===== src/rtl/i2c_config_sequencer.sv =====
// Register-init sequencer: walks a {reg_addr,value} table and writes each entry to the HDMI TX
// over an I2C controller handshake, with NACK retry/back-off. Optional HPD re-init: I2C_CFG_HPD_REINIT_EN.
module i2c_config_sequencer #(
    parameter int         TABLE_DEPTH    = 12,
    parameter int         IDX_W          = 6,
    parameter logic [7:0] SLAVE_ADDR     = 8'h72,
    parameter int         MAX_RETRY      = 3,
    parameter int         POWERUP_CYCLES = 10_000_000,
    parameter int         BACKOFF_CYCLES = 5000
) (
    input  logic             clock_50,
    input  logic             reset,
    input  logic             interrupt,
    input  logic             start_cfg,
    output logic [IDX_W-1:0] tbl_index,
    input  logic [15:0]      tbl_data,
    output logic             txn_start,
    output logic [7:0]       txn_slave_addr,
    output logic [15:0]      txn_reg_data,
    input  logic             txn_busy,
    input  logic             txn_done,
    input  logic             txn_nack,
    output logic             cfg_busy,
    output logic             cfg_done,
    output logic             cfg_error,
    output logic [IDX_W-1:0] fail_index
);

    localparam int CNT_MAX = (POWERUP_CYCLES > BACKOFF_CYCLES) ? POWERUP_CYCLES : BACKOFF_CYCLES;
    localparam int CNT_W   = (CNT_MAX > 1) ? $clog2(CNT_MAX) : 1;
    localparam int RTY_W   = (MAX_RETRY > 0) ? $clog2(MAX_RETRY + 1) : 1;

    localparam logic [CNT_W-1:0] PWR_LAST = CNT_W'((POWERUP_CYCLES > 0) ? POWERUP_CYCLES - 1 : 0);
    localparam logic [CNT_W-1:0] BO_LAST  = CNT_W'((BACKOFF_CYCLES > 0) ? BACKOFF_CYCLES - 1 : 0);
    localparam logic [RTY_W-1:0] RTY_MAX  = RTY_W'(MAX_RETRY);
    localparam logic [IDX_W-1:0] LAST_IDX = IDX_W'(TABLE_DEPTH - 1);

    localparam logic [2:0] S_PWRUP   = 3'd0;
    localparam logic [2:0] S_FETCH   = 3'd1;
    localparam logic [2:0] S_ISSUE   = 3'd2;
    localparam logic [2:0] S_WAIT    = 3'd3;
    localparam logic [2:0] S_BACKOFF = 3'd4;
    localparam logic [2:0] S_NEXT    = 3'd5;
    localparam logic [2:0] S_DONE    = 3'd6;
    localparam logic [2:0] S_FAIL    = 3'd7;

    logic [2:0]       state_q, state_d;
    logic [CNT_W-1:0] cnt_q, cnt_d;
    logic [IDX_W-1:0] idx_q, idx_d;
    logic [RTY_W-1:0] retry_q, retry_d;
    logic [15:0]      reg_data_q, reg_data_d;
    logic             start_q, start_d;
    logic             busy_q, busy_d;
    logic             done_q, done_d;
    logic             error_q, error_d;
    logic [IDX_W-1:0] fail_idx_q, fail_idx_d;
    logic             hpd_fall;
    logic             rerun;

`ifdef I2C_CFG_HPD_REINIT_EN
    // interrupt idles high, so the synchroniser resets to 1 to avoid a false edge after reset
    logic int_meta_q, int_sync_q, int_prev_q;

    always_ff @(posedge clock_50 or negedge reset) begin
        if (!reset) begin
            int_meta_q <= 1'b1;
            int_sync_q <= 1'b1;
            int_prev_q <= 1'b1;
        end else begin
            int_meta_q <= interrupt;
            int_sync_q <= int_meta_q;
            int_prev_q <= int_sync_q;
        end
    end

    assign hpd_fall = int_prev_q & ~int_sync_q;
`else
    logic unused_interrupt;
    assign unused_interrupt = interrupt;
    assign hpd_fall         = 1'b0;
`endif

    assign rerun = start_cfg | hpd_fall;

    always_comb begin
        state_d    = state_q;
        cnt_d      = cnt_q;
        idx_d      = idx_q;
        retry_d    = retry_q;
        reg_data_d = reg_data_q;
        start_d    = 1'b0;
        busy_d     = busy_q;
        done_d     = done_q;
        error_d    = error_q;
        fail_idx_d = fail_idx_q;
        case (state_q)
            S_PWRUP: begin
                if (cnt_q == PWR_LAST) begin
                    cnt_d   = '0;
                    state_d = S_FETCH;
                end else begin
                    cnt_d = cnt_q + CNT_W'(1);
                end
            end
            S_FETCH: begin
                reg_data_d = tbl_data;
                state_d    = S_ISSUE;
            end
            S_ISSUE: begin
                if (!txn_busy) begin
                    start_d = 1'b1;
                    state_d = S_WAIT;
                end
            end
            S_WAIT: begin
                if (txn_done) begin
                    if (!txn_nack) begin
                        state_d = S_NEXT;
                    end else if (retry_q < RTY_MAX) begin
                        retry_d = retry_q + RTY_W'(1);
                        cnt_d   = '0;
                        state_d = S_BACKOFF;
                    end else begin
                        error_d    = 1'b1;
                        busy_d     = 1'b0;
                        fail_idx_d = idx_q;
                        state_d    = S_FAIL;
                    end
                end
            end
            S_BACKOFF: begin
                // retry re-uses the already captured reg_data, so go straight back to ISSUE
                if (cnt_q == BO_LAST) begin
                    cnt_d   = '0;
                    state_d = S_ISSUE;
                end else begin
                    cnt_d = cnt_q + CNT_W'(1);
                end
            end
            S_NEXT: begin
                retry_d = '0;
                if (idx_q == LAST_IDX) begin
                    done_d  = 1'b1;
                    busy_d  = 1'b0;
                    state_d = S_DONE;
                end else begin
                    idx_d   = idx_q + IDX_W'(1);
                    state_d = S_FETCH;
                end
            end
            S_DONE, S_FAIL: begin
                if (rerun) begin
                    done_d  = 1'b0;
                    error_d = 1'b0;
                    busy_d  = 1'b1;
                    idx_d   = '0;
                    retry_d = '0;
                    state_d = S_FETCH;
                end
            end
            default: state_d = S_PWRUP;
        endcase
    end

    always_ff @(posedge clock_50 or negedge reset) begin
        if (!reset) begin
            state_q    <= S_PWRUP;
            cnt_q      <= '0;
            idx_q      <= '0;
            retry_q    <= '0;
            reg_data_q <= '0;
            start_q    <= 1'b0;
            busy_q     <= 1'b1;
            done_q     <= 1'b0;
            error_q    <= 1'b0;
            fail_idx_q <= '0;
        end else begin
            state_q    <= state_d;
            cnt_q      <= cnt_d;
            idx_q      <= idx_d;
            retry_q    <= retry_d;
            reg_data_q <= reg_data_d;
            start_q    <= start_d;
            busy_q     <= busy_d;
            done_q     <= done_d;
            error_q    <= error_d;
            fail_idx_q <= fail_idx_d;
        end
    end

    assign tbl_index      = idx_q;
    assign txn_start      = start_q;
    assign txn_slave_addr = SLAVE_ADDR;
    assign txn_reg_data   = reg_data_q;
    assign cfg_busy       = busy_q;
    assign cfg_done       = done_q;
    assign cfg_error      = error_q;
    assign fail_index     = fail_idx_q;

    a_done_error_exclusive: assert property (@(posedge clock_50) disable iff (!reset)
        !(done_q && error_q));
    a_idle_only_terminal: assert property (@(posedge clock_50) disable iff (!reset)
        (!busy_q) == (state_q == S_DONE || state_q == S_FAIL));

endmodule


===== config.mk =====
export PLATFORM = sky130hd
export DESIGN_NAME = i2c_config_sequencer
export DESIGN_NICKNAME = d
export VERILOG_FILES = /design/src/rtl/i2c_config_sequencer.sv
export SDC_FILE = /design/constraint.sdc
export NUM_CORES = 1
export LEC_CHECK = 0
export CAP_MARGIN = 20
export CORE_AREA = 2 2 92 94
export DETAILED_ROUTE_END_ITERATION = 16
export DIE_AREA = 0 0 94 96
export RECOVER_POWER = 100
export SETUP_SLACK_MARGIN = 0.2
export SYNTH_ARGS = -nofsm -noshare
export SYNTH_HDL_FRONTEND = slang
export SYNTH_SLANG_ARGS = --single-unit

===== constraint.sdc =====
create_clock -name clock_50 -period 2.6 [get_ports clock_50]
set_clock_uncertainty 0.1 [all_clocks]
set_input_delay 0.52 -clock clock_50 [delete_from_list [all_inputs] [get_ports clock_50]]
set_output_delay 0.52 -clock clock_50 [all_outputs]
set_load 0.05 [all_outputs]

After elaboration in Yosys (flattened, before gate mapping):

Index checks and enable logic that the tools add are counted.

* flip-flop bits (word level): 61
* word-level logic and storage cells: 87

* add/sub/neg operators: 3
* magnitude comparators: 1
* equal/unequal tests: 20
* mux-type cells: 38
* bitwise operators: 1
* reduce and logical (&&, ||, !) cells: 14

Operator list (count)
* 2-to-1 mux 24 bit: 5
* case mux 24 bit (3 select lines): 1
* adder 24 x 1 -> 24 bit, second input constant: 1
* equality test 24 x 13 -> 1 bit, second input constant: 1
* equality test 24 bit, second input constant: 1
* case mux 3 bit (7 select lines): 1
* inequality test 2 bit, second input constant: 10
* 2-to-1 mux 3 bit: 6
* AND reduction 5 bit: 3
* equality test 3 bit, second input constant: 4
* 2-to-1 mux 1 bit: 12
* 2-to-1 mux 2 bit: 6
* 2-to-1 mux 6 bit: 2
* case mux 6 bit (2 select lines): 1
* AND reduction 4 bit: 2
* adder 6 x 1 -> 6 bit, second input constant: 1
* equality test 3 x 2 -> 1 bit, second input constant: 2
* equality test 6 x 4 -> 1 bit, second input constant: 1
* case mux 2 bit (3 select lines): 1
* AND reduction 3 bit: 2
* AND reduction 6 bit: 1
* nonzero test 3 bit: 2
* case mux 1 bit (2 select lines): 2
* nonzero test 2 bit: 2
* other kinds (7): 7

Depth between registers and ports, before layout:

Gate-level depths: netlist of run 1.

* depth in word-level cells: 5
* depth in mapped cells: 8
* mapped depth without buffers: 6

Worst setup path before layout of run 1:

OpenSTA, ideal clock, no wires.

* path kind: register to register
* start: reg retry_q[0]
* end: reg cnt_q[20]
* arrival: 2.095 ns
* data required time: 2.423 ns
* path slack: 0.328 ns
* cell stages (with the launch flop): 7
* path buffers: 0
* cells stage by stage: dfrtp_1 ha_1 nand4b_1 o21a_4 or4_4 or3_1 a21oi_1

* longest elaborated chain between the ends: 3

Ends and longest elaborated chain
* start, declared: RTL line 50 `logic [RTY_W-1:0] retry_q, retry_d;`
* start signal, assigned: RTL line 181 `retry_q <= retry_d;`
* less-than comparator 2 bit: RTL line 119 `end else if (retry_q < RTY_MAX) begin`
* inequality test 2 bit (no source line)
* AND reduction 4 bit (no source line)
* end signal, assigned: RTL line 179 `cnt_q <= cnt_d;`
* end, declared: RTL line 48 `logic [CNT_W-1:0] cnt_q, cnt_d;`

No other way between the ends.
A chain may end at the register's enable or synchronous reset.

Final worst setup path of run 1:

* start: reg busy_q (netlist: cfg_busy)
* end: out cfg_busy

RTL lines
* start, declared: RTL line 53 `logic busy_q, busy_d;`
* start signal, assigned: RTL line 184 `busy_q <= busy_d;`
* end, declared: RTL line 23 `output logic cfg_busy,`

No word-level cell between the ends.

==> run summary, run 1 <==
Crit-path leading delay family: buffers and inverters
Final Total Pwr: 4640 uW
Gp weighted congestion: 0.839
Seq/Total Area, Yosys: 49.0%
Initial Util: 38.7%
Tcrit/Tclk final: 90.9%
Fin util: 49.6%
Number of core rows: 33
Synth Area per Inst: 10.5 sq um
Final WL: 6.98 mm
Global-route usage over all layers: 16.6%
Max Fclk: 423 MHz
Hold Fails Final Rpt: 0
Hold Crit Depth: 2
Setup ws final: 237 ps
Slowest stage cell, crit path: dlygate4sd3_1
H-tree levels: 3
Clk root buf: clkbuf_8
Layout Cells excl Fill: 478
Worst Path Required: 1980 ps
Sink Count: 61
Pin count of the biggest net entering global routing: 62
Synth Flop Type: dfrtp_1
Layout Nets: 394
DR iter-0 viols: 79
Finish-stage setup viols: 0
Die Height: 96 um
Outcome: complete, but fails checks
Place WS: -153 ps
R2R depth: 6
Reg-to-reg slack, setup: 240 ps
Dpl cells: 460
Number of I/O port buffers: 53
Max-Slew Margin vs Limit: 0.198%
Slew Viols, Final: 0
Antenna diodes: 0
Drt via density: 5.35
Crit Path Max Fanout: 2
Initial DRT Pass Iterations: 4
Mean routed wirelength per cell: 14.6 um
Clock Path Buffers: 2
Reg clk slew, reported paths: 80 ps
CP Capture Type: primary output
# IOs: 63
Initial antenna violation count: 0
Share of layout cells above drive strength 1: 16.4%
Area of the core: 8050 sq um
WHS Endpoint: retry_q[1]$_DFFE_PN0P_
Power Dens Cells: 1160 nW/um^2
Vias in the first global route: 2511
Worst-path cell chain: dlygate4sd3_1
Synth warn: 0
CP Class: register to primary output
Post-Syn Instances: 297
Worst hold start: retry_q[1]$_DFFE_PN0P_
Area Overhead vs Synth: 28.0%
Max incr delay on CP: 870 ps
Die area: 9020 sq um
Clock Latency Late Sink: 340 ps
Hold Path Class: register to register
CTS buffer count: 9
R2R Path End: cnt_q[12]$_DFFE_PN0P_
Final min period: 2360 ps
Post-synth EDFFs: 0
Max-cap viol count: 1
Hold_buf cts: 0
Worst Setup Start Kind: register
Post-route ant nets: 0
Hpwl dp: 5.02 mm
GR Overflow Total: 0
CTS tree: built
Mapped Area: 3120 sq um
First-pass GRT wire length: 11.7 mm
VDD IR max: 0.549 mV
Residual DRC count: 0
Vias post-DR: 2556
Die Wd: 94 um
Worst slew pin tran: 1500 ps
RSZ-0062 raised after global routing: yes
Post-synth ARST share: 100%
Unique cell type count in the Yosys netlist: 54
Worst R2R Start: state_q[2]$_DFFE_PN0P_
Synthesis-stage register bit count: 61
Worst EP arrival: 1740 ps
Leakage: 0.00164 uW
Crit path buf inv count: 1
Violated checks: capacitance limit
[worst max-delay path by stage]
stage / start / endpoint / slack [ps] / cells after the start
6_report: cfg_busy$_DFFE_PN1P_ / cfg_busy / 240 / 1
4_1_cts: retry_q[0]$_DFFE_PN0P_ / cnt_q[20]$_DFFE_PN0P_ / 250 / 6
3_5_place_dp: txn_nack / cnt_q[20]$_DFFE_PN0P_ / -150 / 6
5_1_grt: cnt_q[0]$_DFFE_PN0P_ / state_q[0]$_DFFE_PN0P_ / 90 / 7
3_3_place_gp: txn_nack / cnt_q[20]$_DFFE_PN0P_ / -140 / 6
2_1_floorplan: retry_q[0]$_DFFE_PN0P_ / cnt_q[20]$_DFFE_PN0P_ / 330 / 6
[cells in the mapped netlist, types with 3 or more instances]
cell,count,share of area (%)
nand2_1,21,2.5
and4_1,3,0.84
or4_1,3,0.72
dfrtp_1,60,48
o21ai_0,17,2.7
a21o_1,4,0.96
ha_1,3,1.2
nor2b_1,3,0.60
buf_4,8,1.9
a211oi_1,6,1.4
and3_1,4,0.80
nand2b_1,3,0.60
nor3_1,8,1.3
nand4_1,10,2.0
inv_1,6,0.72
xor2_1,7,2.0
buf_6,3,1.1
nor4_1,4,0.80
or3_1,5,1.0
nand3_1,10,1.6
a21oi_1,9,1.4
nor2_1,22,2.6
and2_1,3,0.60
clkbuf_1,6,0.72
a22o_1,4,1.1
mux2_2,22,7.9
xnor2_1,8,2.2
[metal layers]
metal	up-vias	share of wire, %	GRT usage, %
met3	10	3.2	3.29
met1	1273	46	21.4
met2	52	49	26.7
met4	0	1.7	8.09
met5	-	0	0
li1	1221	-	-
[power by group]
group	internal, uW	switching, uW	total (uW)
registers	1270	255	1530
clock network	445	403	848
logic	814	1450	2270
[placed cells by master, fill, tap and decap left out, types with 3 or more instances in the layout]
cell	count
dfrtp_1	59
dlygate4sd3_1	32
nor2_1	22
mux2_2	22
nand2_1	21
clkdlybuf4s50_1	20
o21ai_0	17
nand4_1	10
nand3_1	10
a21oi_1	9
clkbuf_8	9
buf_4	9
nor3_1	8
xnor2_1	8
conb_1	8
clkbuf_1	8
xor2_1	7
inv_1	6
a211oi_1	6
or3_1	5
nor4_1	4
and3_1	4
a22o_1	4
a21o_1	4
nand2b_1	3
and2_1	3
or4_1	3
and4_1	3
nor2b_1	3
ha_1	3
clkinvlp_4	3
[worst min-delay path, cell delays in order (launching register included)]
cell	delay (ps)
dfrtp_1	350
nand2_1	50
o21ai_0	60
[kinds of logic (layout without fill, tap and decap cells)]
logic type / after synthesis / in the layout / share of synthesized area [%]
and+or+nand+nor: 109 / 109 / 19.3
other: 2 / 8 / 0.241
buffers and inverters: 24 / 94 / 4.61
muxes: 23 / 23 / 8.26
xor gates and xnor gates: 15 / 15 / 4.21
DFF: 61 / 61 / 49.0
adders and majority gates: 3 / 3 / 1.20
AOI/OAI and AO/OA: 60 / 60 / 13.2
[flip-flops by register name (all words and copies together), names as in the netlist]
name and flops:
txn_start 1, tbl_index 6, txn_reg_data 16, cfg_error 1, state_q 3, cfg_done 1
cnt_q 24, cfg_busy 1, fail_index 6, retry_q 2
[area by class of cell]
type                       count  area (sq um)
clock buffer                   9           124
clock inverter                 7          75.1
fill                         791          4060
inverter                       6          22.5
multi-input combinational    218          1470
sequential                    61          1530
tap                          105           131
timing repair buffer          72           639
[per-stage QoR]
stage | TNS (ps) | hold WS (ps) | instance area (sq um)
2_1_floorplan | 0 | 124 | 3140
3_5_place_dp | -386 | 378 | 3820
6_report | 0 | 389 | 3990
4_1_cts | 0 | 95.8 | 4020
5_1_grt | 0 | 411 | 3990
3_3_place_gp | -320 | 374 | 3820
[repair_timing]
action,4_1_cts,5_1_grt
resized for setup,0,6
buffers inserted,1,1
pin swaps,0,2
endpoints found under the setup margin,3,8
Power figures use the tool's default switching activity.
==> run 2: changes to the inputs <==
CELL_PAD_IN_SITES_DETAIL_PLACEMENT = 1   (was unset)
CELL_PAD_IN_SITES_GLOBAL_PLACEMENT = 1   (was unset)
PLACE_DENSITY_LB_ADDON = 0.1   (was unset)
==> run 2 against run 1 <==
Effect of this change:
- the run now ends clean
- die area unchanged
- sequential share of layout area is 0.27 points lower
- maximum frequency down 2.1%
- clock power is 1% lower
- routed wire length is 11% higher
- final cell count stayed put
- critical endpoint is now cnt_q[20]$_DFFE_PN0P_
- largest cell class unchanged
- largest power group unchanged
==> run summary, run 2 (synthesis gave the netlist of run 1 again) <==
Worst-path cell chain: dlygate4sd3_1 -> nand4b_1 -> o21a_4 -> or4_4 -> or3_1 -> a21oi_1
Worst Setup Start Kind: primary input
Global-route usage over all layers: 18.8%
Number of I/O port buffers: 53
Residual DRC count: 0
Initial Util: 38.7%
Setup TNS: 0 ps
Crit path buf inv count: 1
Clk root buf: clkbuf_8
Worst Path Required: 2760 ps
Final WL: 7.72 mm
Worst slew pin tran: 1450 ps
# IOs: 63
Max incr delay on CP: 570 ps
RSZ-0062 raised after global routing: no
Clock Latency Late Sink: 340 ps
Drt via density: 5.32
GRT met1 Usage: 24.5%
Vias post-DR: 2544
Area Overhead vs Synth: 28.8%
Most frequent cells in the layout: dfrtp_1 (60), dlygate4sd3_1 (33), nor2_1 (22)
Die Wd: 94 um
Max-Slew Margin vs Limit: 3.51%
Die Height: 96 um
DP Area: 3840 sq um
Met3 usage: 3.21%
Die area: 9020 sq um
Final min period: 2420 ps
Crit-path leading delay family: simple AND/OR/NAND/NOR gates
Reg clk slew, reported paths: 70 ps
Initial antenna violation count: 0
CTS buffer count: 9
GR Overflow Total: 0
VDD IR max: 0.368 mV
DR iter-0 viols: 57
Share of layout cells above drive strength 1: 15.8%
CP Capture Type: register
Gp weighted congestion: 0.798
Antenna diodes: 0
Final instance area: 4020 sq um
Most crowded layer after global routing: met2
Area of the core: 8050 sq um
Met2 Usage GRT: 31.3%
Tcrit/Tclk final: 92.9%
Max-cap viol count: 0
Worst EP arrival: 2580 ps
Sink Count: 61
Max Fclk: 414 MHz
Clock Path Buffers: 2
Slew Viols, Final: 0
Max reg flops: 24
Hold Fails Final Rpt: 0
Number of core rows: 33
Leakage: 0.00167 uW
Outcome: finished clean
Layout Nets: 394
Largest reg by FF count: cnt_q
Post-route ant nets: 0
H-tree levels: 3
Pin count of the biggest net entering global routing: 38
Initial DRT Pass Iterations: 4
CTS tree: built
Finish-stage setup viols: 0
First-pass GRT wire length: 13.0 mm
Commonest non-fill, non-tap cell in the layout: dfrtp_1
Power Dens Cells: 1160 nW/um^2
Vias in the first global route: 2599
Crit Path Max Fanout: 6
Mean routed wirelength per cell: 16.2 um
Hold Path Class: register to register
Final Total Pwr: 4680 uW
Slowest stage cell, crit path: dlygate4sd3_1
CP Class: primary input to register
Hpwl dp: 5.72 mm
==> run 2: path summary, 6_finish.rpt <==
path                                      startpoint                         to  slack [ps]  cells past startpoint
min in group asynchronous                      reset   tbl_index[3]$_DFFE_PN0P_         410                      1
max in group asynchronous                      reset       cnt_q[8]$_DFFE_PN0P_        1140                      1
max                                         txn_nack      cnt_q[20]$_DFFE_PN0P_         180                      6
max reg2reg                   state_q[2]$_DFFE_PN0P_      cnt_q[20]$_DFFE_PN0P_         260                      6
min                        fail_index[2]$_DFFE_PN0P_  fail_index[2]$_DFFE_PN0P_         400                      1
min reg2reg                fail_index[2]$_DFFE_PN0P_  fail_index[2]$_DFFE_PN0P_         400                      1
==> run 2: per-stage QoR <==
stage          setup WS, ps  hold slack, ps  std cells  util [%]
2_1_floorplan           328             124        303         -
4_1_cts                 228            94.5        477      50.1
3_3_place_gp          -34.3             378        461      47.7
3_5_place_dp          -71.4             388        461      47.7
5_1_grt                 132             420        478      49.9
6_report                185             402        478      49.9
==> run 2: area by class of cell <==
| type | instances | area [sq um] |
|---|---|---|
| Fill cell | 917 | 4040 |
| Clock inverter | 4 | 47.5 |
| Multi-Input combinational cell | 218 | 1470 |
| Clock buffer | 12 | 145 |
| Sequential cell | 61 | 1530 |
| Inverter | 6 | 22.5 |
| Tap cell | 105 | 131 |
| Timing Repair Buffer | 72 | 669 |
==> run 2: routing by layer <==
metal,vias to the layer above,part of all wire [%],wire length (um)
li1,1221,-,-
met1,1258,46,3560
met2,52,48,3750
met3,13,3.5,270
met4,0,1.8,141
met5,-,0,0
==> run 2: what timing repair did <==
item	CTS	global route
pin swaps	0	2
endpoints found under the setup margin	4	3
hold buffers	0	0
buffers inserted	0	1
endpoints found under the hold margin	0	0
gates resized for setup	1	2
==> run 2: power by group <==
group	internal, uW	switching [uW]	total, uW
registers	1270	255	1530
logic	817	1490	2310
clock network	466	373	839
